File: config.mk
export PLATFORM = sky130hd
export DESIGN_NAME = fix_checksum_trailer_flat
export DESIGN_NICKNAME = d
export VERILOG_FILES = /design/src/rtl/fix_checksum_trailer_pkg.sv /design/src/rtl/fix_checksum_trailer_if.sv /design/src/rtl/fix_checksum_trailer_bin2ascii3.sv /design/src/rtl/fix_checksum_trailer.sv /design/src/flat_wrapper.sv
export SDC_FILE = /design/constraint.sdc
export NUM_CORES = 1
export LEC_CHECK = 0
export ABC_AREA = 1
export ABC_CLOCK_PERIOD_IN_PS = 7650
export CORE_MARGIN = 4
export CORE_UTILIZATION = 51
export DETAILED_ROUTE_END_ITERATION = 10
export GPL_TIMING_DRIVEN = 1
export PLACE_DENSITY = 0.75
export SETUP_SLACK_MARGIN = 0.3
export SYNTH_ARGS = -nofsm -noshare
export SYNTH_HDL_FRONTEND = slang
export SYNTH_SLANG_ARGS = --single-unit
File: constraint.sdc
create_clock -name clk -period 7.65 [get_ports clk]
set_clock_uncertainty 0.15 [all_clocks]
set_input_delay 2.295 -clock clk [delete_from_list [all_inputs] [get_ports clk]]
set_output_delay 2.295 -clock clk [all_outputs]
set_load 0.01 [all_outputs]
File: src/rtl/fix_checksum_trailer_pkg.sv
`default_nettype none
// +--------------------------------------------------------------------+
// | fix_pkg: FIX trailer constants and trailer state type.  Rev 1.0    |
// +--------------------------------------------------------------------+
package fix_pkg;

  localparam logic [7:0] FIX_SOH    = 8'h01;
  localparam logic [7:0] FIX_EQ     = 8'h3D;
  localparam logic [7:0] ASCII_ZERO = 8'h30;
  localparam logic [7:0] ASCII_ONE  = 8'h31;

  typedef enum logic [3:0] {
    IDLE,
    BODY,
    T_1,
    T_0,
    T_EQ,
    T_D2,
    T_D1,
    T_D0,
    T_SOH
  } trailer_state_t;

endpackage
`default_nettype wire

File: src/rtl/fix_checksum_trailer_if.sv
`default_nettype none
// +--------------------------------------------------------------------+
// | fix_checksum_trailer_if: byte stream in/out bundle.  Rev 1.0       |
// +--------------------------------------------------------------------+
interface fix_checksum_trailer_if;

  logic [7:0] data_i;
  logic       data_valid_i;
  logic       start_checksum_i;
  logic       end_i;
  logic       in_ready_o;
  logic [7:0] data_o;
  logic       data_valid_o;
  logic       msg_end_o;
`ifdef FIX_CKSUM_STATUS_EN
  logic [7:0] cksum_o;
  logic       cksum_valid_o;

  modport master (
    output data_i, data_valid_i, start_checksum_i, end_i,
    input  in_ready_o, data_o, data_valid_o, msg_end_o, cksum_o, cksum_valid_o
  );
  modport slave (
    input  data_i, data_valid_i, start_checksum_i, end_i,
    output in_ready_o, data_o, data_valid_o, msg_end_o, cksum_o, cksum_valid_o
  );
`else
  modport master (
    output data_i, data_valid_i, start_checksum_i, end_i,
    input  in_ready_o, data_o, data_valid_o, msg_end_o
  );
  modport slave (
    input  data_i, data_valid_i, start_checksum_i, end_i,
    output in_ready_o, data_o, data_valid_o, msg_end_o
  );
`endif

endinterface
`default_nettype wire

File: src/rtl/fix_checksum_trailer_bin2ascii3.sv
`default_nettype none
// +--------------------------------------------------------------------+
// | fix_bin2ascii3: 8-bit value to three ASCII decimal digits. Rev 1.0 |
// +--------------------------------------------------------------------+
module fix_bin2ascii3
  import fix_pkg::*;
(
  input  logic [7:0] bin,
  output logic [7:0] hundreds,
  output logic [7:0] tens,
  output logic [7:0] units
);

  logic [7:0] h_val;
  logic [7:0] t_val;
  logic [7:0] u_val;

  assign h_val = bin / 8'd100;
  assign t_val = (bin / 8'd10) % 8'd10;
  assign u_val = bin % 8'd10;

  assign hundreds = ASCII_ZERO + h_val;
  assign tens     = ASCII_ZERO + t_val;
  assign units    = ASCII_ZERO + u_val;

endmodule
`default_nettype wire

File: src/rtl/fix_checksum_trailer.sv
`default_nettype none
// +--------------------------------------------------------------------+
// | fix_checksum_trailer: body pass-through + "10=nnn<SOH>" trailer.   |
// | Option macro FIX_CKSUM_STATUS_EN adds cksum_o/cksum_valid_o. R1.0  |
// +--------------------------------------------------------------------+
module fix_checksum_trailer
  import fix_pkg::*;
#(
  parameter logic [7:0] SOH_CHAR = FIX_SOH
) (
  input  logic                   clk,
  input  logic                   rst,
  fix_checksum_trailer_if.slave  bus
);

  trailer_state_t state;
  logic [7:0]     sum;
  logic [7:0]     sum_next;
  logic           accept;
  logic [7:0]     dig_h;
  logic [7:0]     dig_t;
  logic [7:0]     dig_u;

  assign bus.in_ready_o = (state == IDLE) || (state == BODY);
  assign accept         = bus.data_valid_i && bus.in_ready_o;
  assign sum_next       = sum + bus.data_i;

  // Digits come straight off the sum register, which is frozen once in T_1.
  fix_bin2ascii3 u_bin2ascii3 (
    .bin      (sum),
    .hundreds (dig_h),
    .tens     (dig_t),
    .units    (dig_u)
  );

  always_ff @(posedge clk) begin
    if (rst) begin
      state            <= IDLE;
      sum              <= 8'h00;
      bus.data_o       <= 8'h00;
      bus.data_valid_o <= 1'b0;
      bus.msg_end_o    <= 1'b0;
`ifdef FIX_CKSUM_STATUS_EN
      bus.cksum_o       <= 8'h00;
      bus.cksum_valid_o <= 1'b0;
`endif
    end else begin
      bus.data_valid_o <= 1'b0;
      bus.msg_end_o    <= 1'b0;
`ifdef FIX_CKSUM_STATUS_EN
      bus.cksum_valid_o <= 1'b0;
`endif
      case (state)
        IDLE: begin
          if (accept) begin
            bus.data_o       <= bus.data_i;
            bus.data_valid_o <= 1'b1;
            if (bus.start_checksum_i) begin
              sum   <= bus.data_i;
              state <= bus.end_i ? T_1 : BODY;
`ifdef FIX_CKSUM_STATUS_EN
              if (bus.end_i) begin
                bus.cksum_o       <= bus.data_i;
                bus.cksum_valid_o <= 1'b1;
              end
`endif
            end
          end
        end
        BODY: begin
          if (accept) begin
            bus.data_o       <= bus.data_i;
            bus.data_valid_o <= 1'b1;
            sum              <= sum_next;
            if (bus.end_i) begin
              state <= T_1;
`ifdef FIX_CKSUM_STATUS_EN
              bus.cksum_o       <= sum_next;
              bus.cksum_valid_o <= 1'b1;
`endif
            end
          end
        end
        T_1: begin
          bus.data_o       <= ASCII_ONE;
          bus.data_valid_o <= 1'b1;
          state            <= T_0;
        end
        T_0: begin
          bus.data_o       <= ASCII_ZERO;
          bus.data_valid_o <= 1'b1;
          state            <= T_EQ;
        end
        T_EQ: begin
          bus.data_o       <= FIX_EQ;
          bus.data_valid_o <= 1'b1;
          state            <= T_D2;
        end
        T_D2: begin
          bus.data_o       <= dig_h;
          bus.data_valid_o <= 1'b1;
          state            <= T_D1;
        end
        T_D1: begin
          bus.data_o       <= dig_t;
          bus.data_valid_o <= 1'b1;
          state            <= T_D0;
        end
        T_D0: begin
          bus.data_o       <= dig_u;
          bus.data_valid_o <= 1'b1;
          state            <= T_SOH;
        end
        T_SOH: begin
          bus.data_o       <= SOH_CHAR;
          bus.data_valid_o <= 1'b1;
          bus.msg_end_o    <= 1'b1;
          sum              <= 8'h00;
          state            <= IDLE;
        end
        default: begin
          state <= IDLE;
        end
      endcase
    end
  end

endmodule
`default_nettype wire

File: src/flat_wrapper.sv
// flat-port wrapper written by rule: the top's interface ports become plain ports
module fix_checksum_trailer_flat import fix_pkg::*;
#(
  parameter logic [7:0] SOH_CHAR = FIX_SOH
)
  (clk, rst, bus_data_i, bus_data_valid_i, bus_start_checksum_i, bus_end_i, bus_in_ready_o, bus_data_o, bus_data_valid_o, bus_msg_end_o);
  fix_checksum_trailer_if bus_i ();
  input  logic clk;
  input  logic rst;
  input wire logic [$bits(bus_i.data_i)-1:0] bus_data_i;
  input wire logic [$bits(bus_i.data_valid_i)-1:0] bus_data_valid_i;
  input wire logic [$bits(bus_i.start_checksum_i)-1:0] bus_start_checksum_i;
  input wire logic [$bits(bus_i.end_i)-1:0] bus_end_i;
  output wire logic [$bits(bus_i.in_ready_o)-1:0] bus_in_ready_o;
  output wire logic [$bits(bus_i.data_o)-1:0] bus_data_o;
  output wire logic [$bits(bus_i.data_valid_o)-1:0] bus_data_valid_o;
  output wire logic [$bits(bus_i.msg_end_o)-1:0] bus_msg_end_o;
  assign bus_i.data_i = bus_data_i;
  assign bus_i.data_valid_i = bus_data_valid_i;
  assign bus_i.start_checksum_i = bus_start_checksum_i;
  assign bus_i.end_i = bus_end_i;
  assign bus_in_ready_o = bus_i.in_ready_o;
  assign bus_data_o = bus_i.data_o;
  assign bus_data_valid_o = bus_i.data_valid_o;
  assign bus_msg_end_o = bus_i.msg_end_o;
  fix_checksum_trailer #(.SOH_CHAR(SOH_CHAR)) u_core (.clk(clk), .rst(rst), .bus(bus_i));
endmodule
==> summary.md <==
| Metric | Value |
|---|---|
| CP Class | `in -> reg` |
| Final hold vios | `0` |
| Initial DRC Count | `113` |
| FMAX | `0.229 GHz` |
| HPWL Detailed | `4740 µm` |
| Min-Delay Path Depth | `2` |
| Post-Layout Cell Count | `466` |
| # IOs | `24` |
| Crit path top cell by count | `nor2_1` |
| Fill cell count | `429` |
| WL final | `5770 µm` |
| Final Net Count | `443` |
| Vias | `2473` |
| Most common cell after layout, fill and taps aside | `nand2_1` |
| # Post-CTS Setup Buffers | `0` |
| Static Leakage | `1.33 nW` |
| Num rows | `24` |
| Final period utilization | `57.1%` |
| Drt via density | `5.31` |
| CTS tree | `done` |
| Synth Cell Area | `2430 µm²` |
| Synth Area in Simple Gates | `43.2%` |
| Ys flop type | `dfxtp_1` |
| Inst Count DP | `462` |
| Max cap viols | `0` |
| Bufs and invs on worst path | `1` |
| Compound-Gate Fraction of Synth Area | `17.5%` |
| CP top delay family | `simple AND/OR/NAND/NOR gates` |
| Initial antenna violation count | `0` |
| N_diodes | `0` |
| Total GRT Usage | `20.3%` |
| Most frequent cells in the layout | `nand2_1 (78), inv_1 (52), nor2_1 (49)` |
| CTS root buf | `clkbuf_8` |
| CTS clk-pin slew, worst paths | `80 ps` |
| Critical Path Stages | `16` |
| Syn Nets | `419` |
| Fin util | `61.7%` |
| Post-synthesis register bit count | `22` |
| Critical Path Start Type | `input port` |
| Met3 routed WL | `194 µm` |
| Worst slew pin tran | `984 ps` |
| Multiplexer area fraction after synthesis | `0%` |
| Depth of the CTS H-tree | `1` |
| Total grt overflow | `0` |
| Slowest stage delay, CP | `490 ps` |
| Crit path time final | `4370 ps` |
| Initial Utilization | `54.2%` |
| Relative slew slack | `34.4%` |
| Largest net degree at the start of global routing | `17` |
| Peak VDD IR | `131 µV` |
| Worst skew pair latency | `260 ps` |
| Clock sink count | `22` |
| Synth Instances | `391` |
| Worst R2R Setup Slack | `3540 ps` |
| Met2 wire len | `2700 µm` |
| Crit path required time | `7700 ps` |
| Post-DRT Antenna Nets | `0` |
| Post-synthesis adder-cell area fraction | `8.05%` |
| WL met1 | `2790 µm` |
| Port bufs | `23` |
| Worst min-delay path category | `reg -> reg` |
| Final setup viols | `0` |
| Synth Area in XOR/XNOR | `1.44%` |
| Crit-path max FO | `4` |
| Multi-input combinational cell area | `1700 µm²` |
| Synth warn | `0` |
| Max Slew Vio Count | `0` |
| DIE AREA | `5920 µm²` |
| CTS Buf Count | `3` |
| Vias in the first global route | `2263` |
| CTS Hold Bufs | `0` |
| DR DRC count | `0` |
| Average size of a mapped cell | `6.20 µm²` |
| Area growth syn-to-layout | `13.9%` |
| Clock tree buffer depth | `2` |
| CP cell instances | `clkdlybuf4s50_1, ha_1, a21oi_1, nor2_1, nor2_1, nor2_1, nor2_1, nor2_1, nor2_1, nor2_1, nor2_1, nor2_1, nor2_1, xor2_1, nand2_1, a31oi_1` |
| Die W | `77.0 µm` |
| FFs w/ async S/R, synth | `0%` |
| Largest family of logic cells by synthesized area | `simple AND/OR/NAND/NOR gates` |
| Crit path capture type | `flip-flop` |
| Synth cell types | `39` |
| Die Y-Extent | `77.0 µm` |
| EDFF count, synth | `0` |
| Worst Path Arrival | `4410 ps` |
| Core Area | `4470 µm²` |
| RSZ-0062 raised after global routing | `false` |
| Worst R2R Path Depth | `34` |
| Global-route wire length before repair | `10100 µm` |
| Status | `completed` |
| Critical Path Slowest Stage Cell | `clkdlybuf4s50_1` |
| Power density cells | `239 nW/µm²` |
| WL per Instance | `12.4 µm` |
| Setup TNS | `0 ps` |
| Drt first pass iters | `5` |
| DR top layer | `met4` |
| # resized after CTS | `0` |
| RD Place Congestion | `0.914` |
| Share of post-route cells with drive strength above 1 | `14.7%` |
| Total area of sequential cells | `440 µm²` |
| Register area share after synthesis | `18.2%` |
## layout make-up
type | instances | area share [%]
multi-input cells | 299 | 61.6
flip-flops and latches | 22 | 15.9
repair buffers | 23 | 8.33
clock inverters | 1 | 1.09
clock buffers | 3 | 1.49
inverters | 66 | 9.15
well taps | 52 | 2.36
## state kept, by name, indices dropped and copies added, names as in the netlist
register / flops
u_core.bus.data_o: 8
u_core.state: 4
u_core.bus.data_valid_o: 1
u_core.bus.msg_end_o: 1
u_core.sum: 8
## power by group
group	switching (W)	internal (W)
registers	0.0000193	0.000127
logic	0.000263	0.000142
clock network	0.0000397	0.0000699
## per-layer routing
| layer | global-route usage, % | up-vias |
|---|---|---|
| li1 | - | 1323 |
| met1 | 27.5 | 1097 |
| met2 | 34.8 | 45 |
| met3 | 1.29 | 8 |
| met4 | 5.52 | 0 |
| met5 | 0 | - |
## synth_stat cells (7+ instances only)
library cell	instances	area share [%]
inv_1	52	8.0
nand2_1	78	12
o21ai_0	23	4.7
a21oi_1	20	4.1
nand3_1	28	5.8
dfxtp_1	22	18
a31oi_1	10	2.6
nand2_2	19	4.9
inv_2	10	1.5
nor2_1	49	7.6
ha_1	14	7.2
nand2_4	10	4.6
o211ai_1	7	2.2
## cell families after synthesis
kind of cell | after synthesis
fa+ha+maj | 15
xor+xnor | 4
simple gates | 208
buf+inv | 70
flops | 22
compound gates | 72
## worst register-to-register path: cells and delay by family, from the launching register on
kind / cells / cell delay (ps)
AO/OA/AOI/OAI: 1 / 80
flip-flops: 1 / 700
adder cells (fa/ha/maj): 2 / 490
XOR/XNOR: 1 / 160
AND/OR/NAND/NOR: 23 / 1940
buffers and inverters: 7 / 490
## stage by stage
stage | total power (W) | hold WS, ps | setup slack [ps] | instance area [µm²]
final | 0.000660 | 321 | 3280 | 2760
after global routing | 0.000727 | 348 | 3060 | 2760
after CTS | 0.000662 | 325 | 3280 | 2760
after detailed placement | 0.000552 | 311 | 3000 | 2690
after global placement | 0.000545 | 306 | 3050 | 2690
after floorplan | 0.000474 | 324 | 3720 | 2430
## final timing paths
path / endpoint / startpoint
min reg2reg: u_core.bus.data_o[3] / u_core.bus.data_o[3]
max: u_core.sum[7] / bus_data_i[1]
max reg2reg: u_core.bus.data_o[6] / u_core.sum[5]
min: u_core.bus.data_o[3] / u_core.bus.data_o[3]
Power figures use the tool's default switching activity.
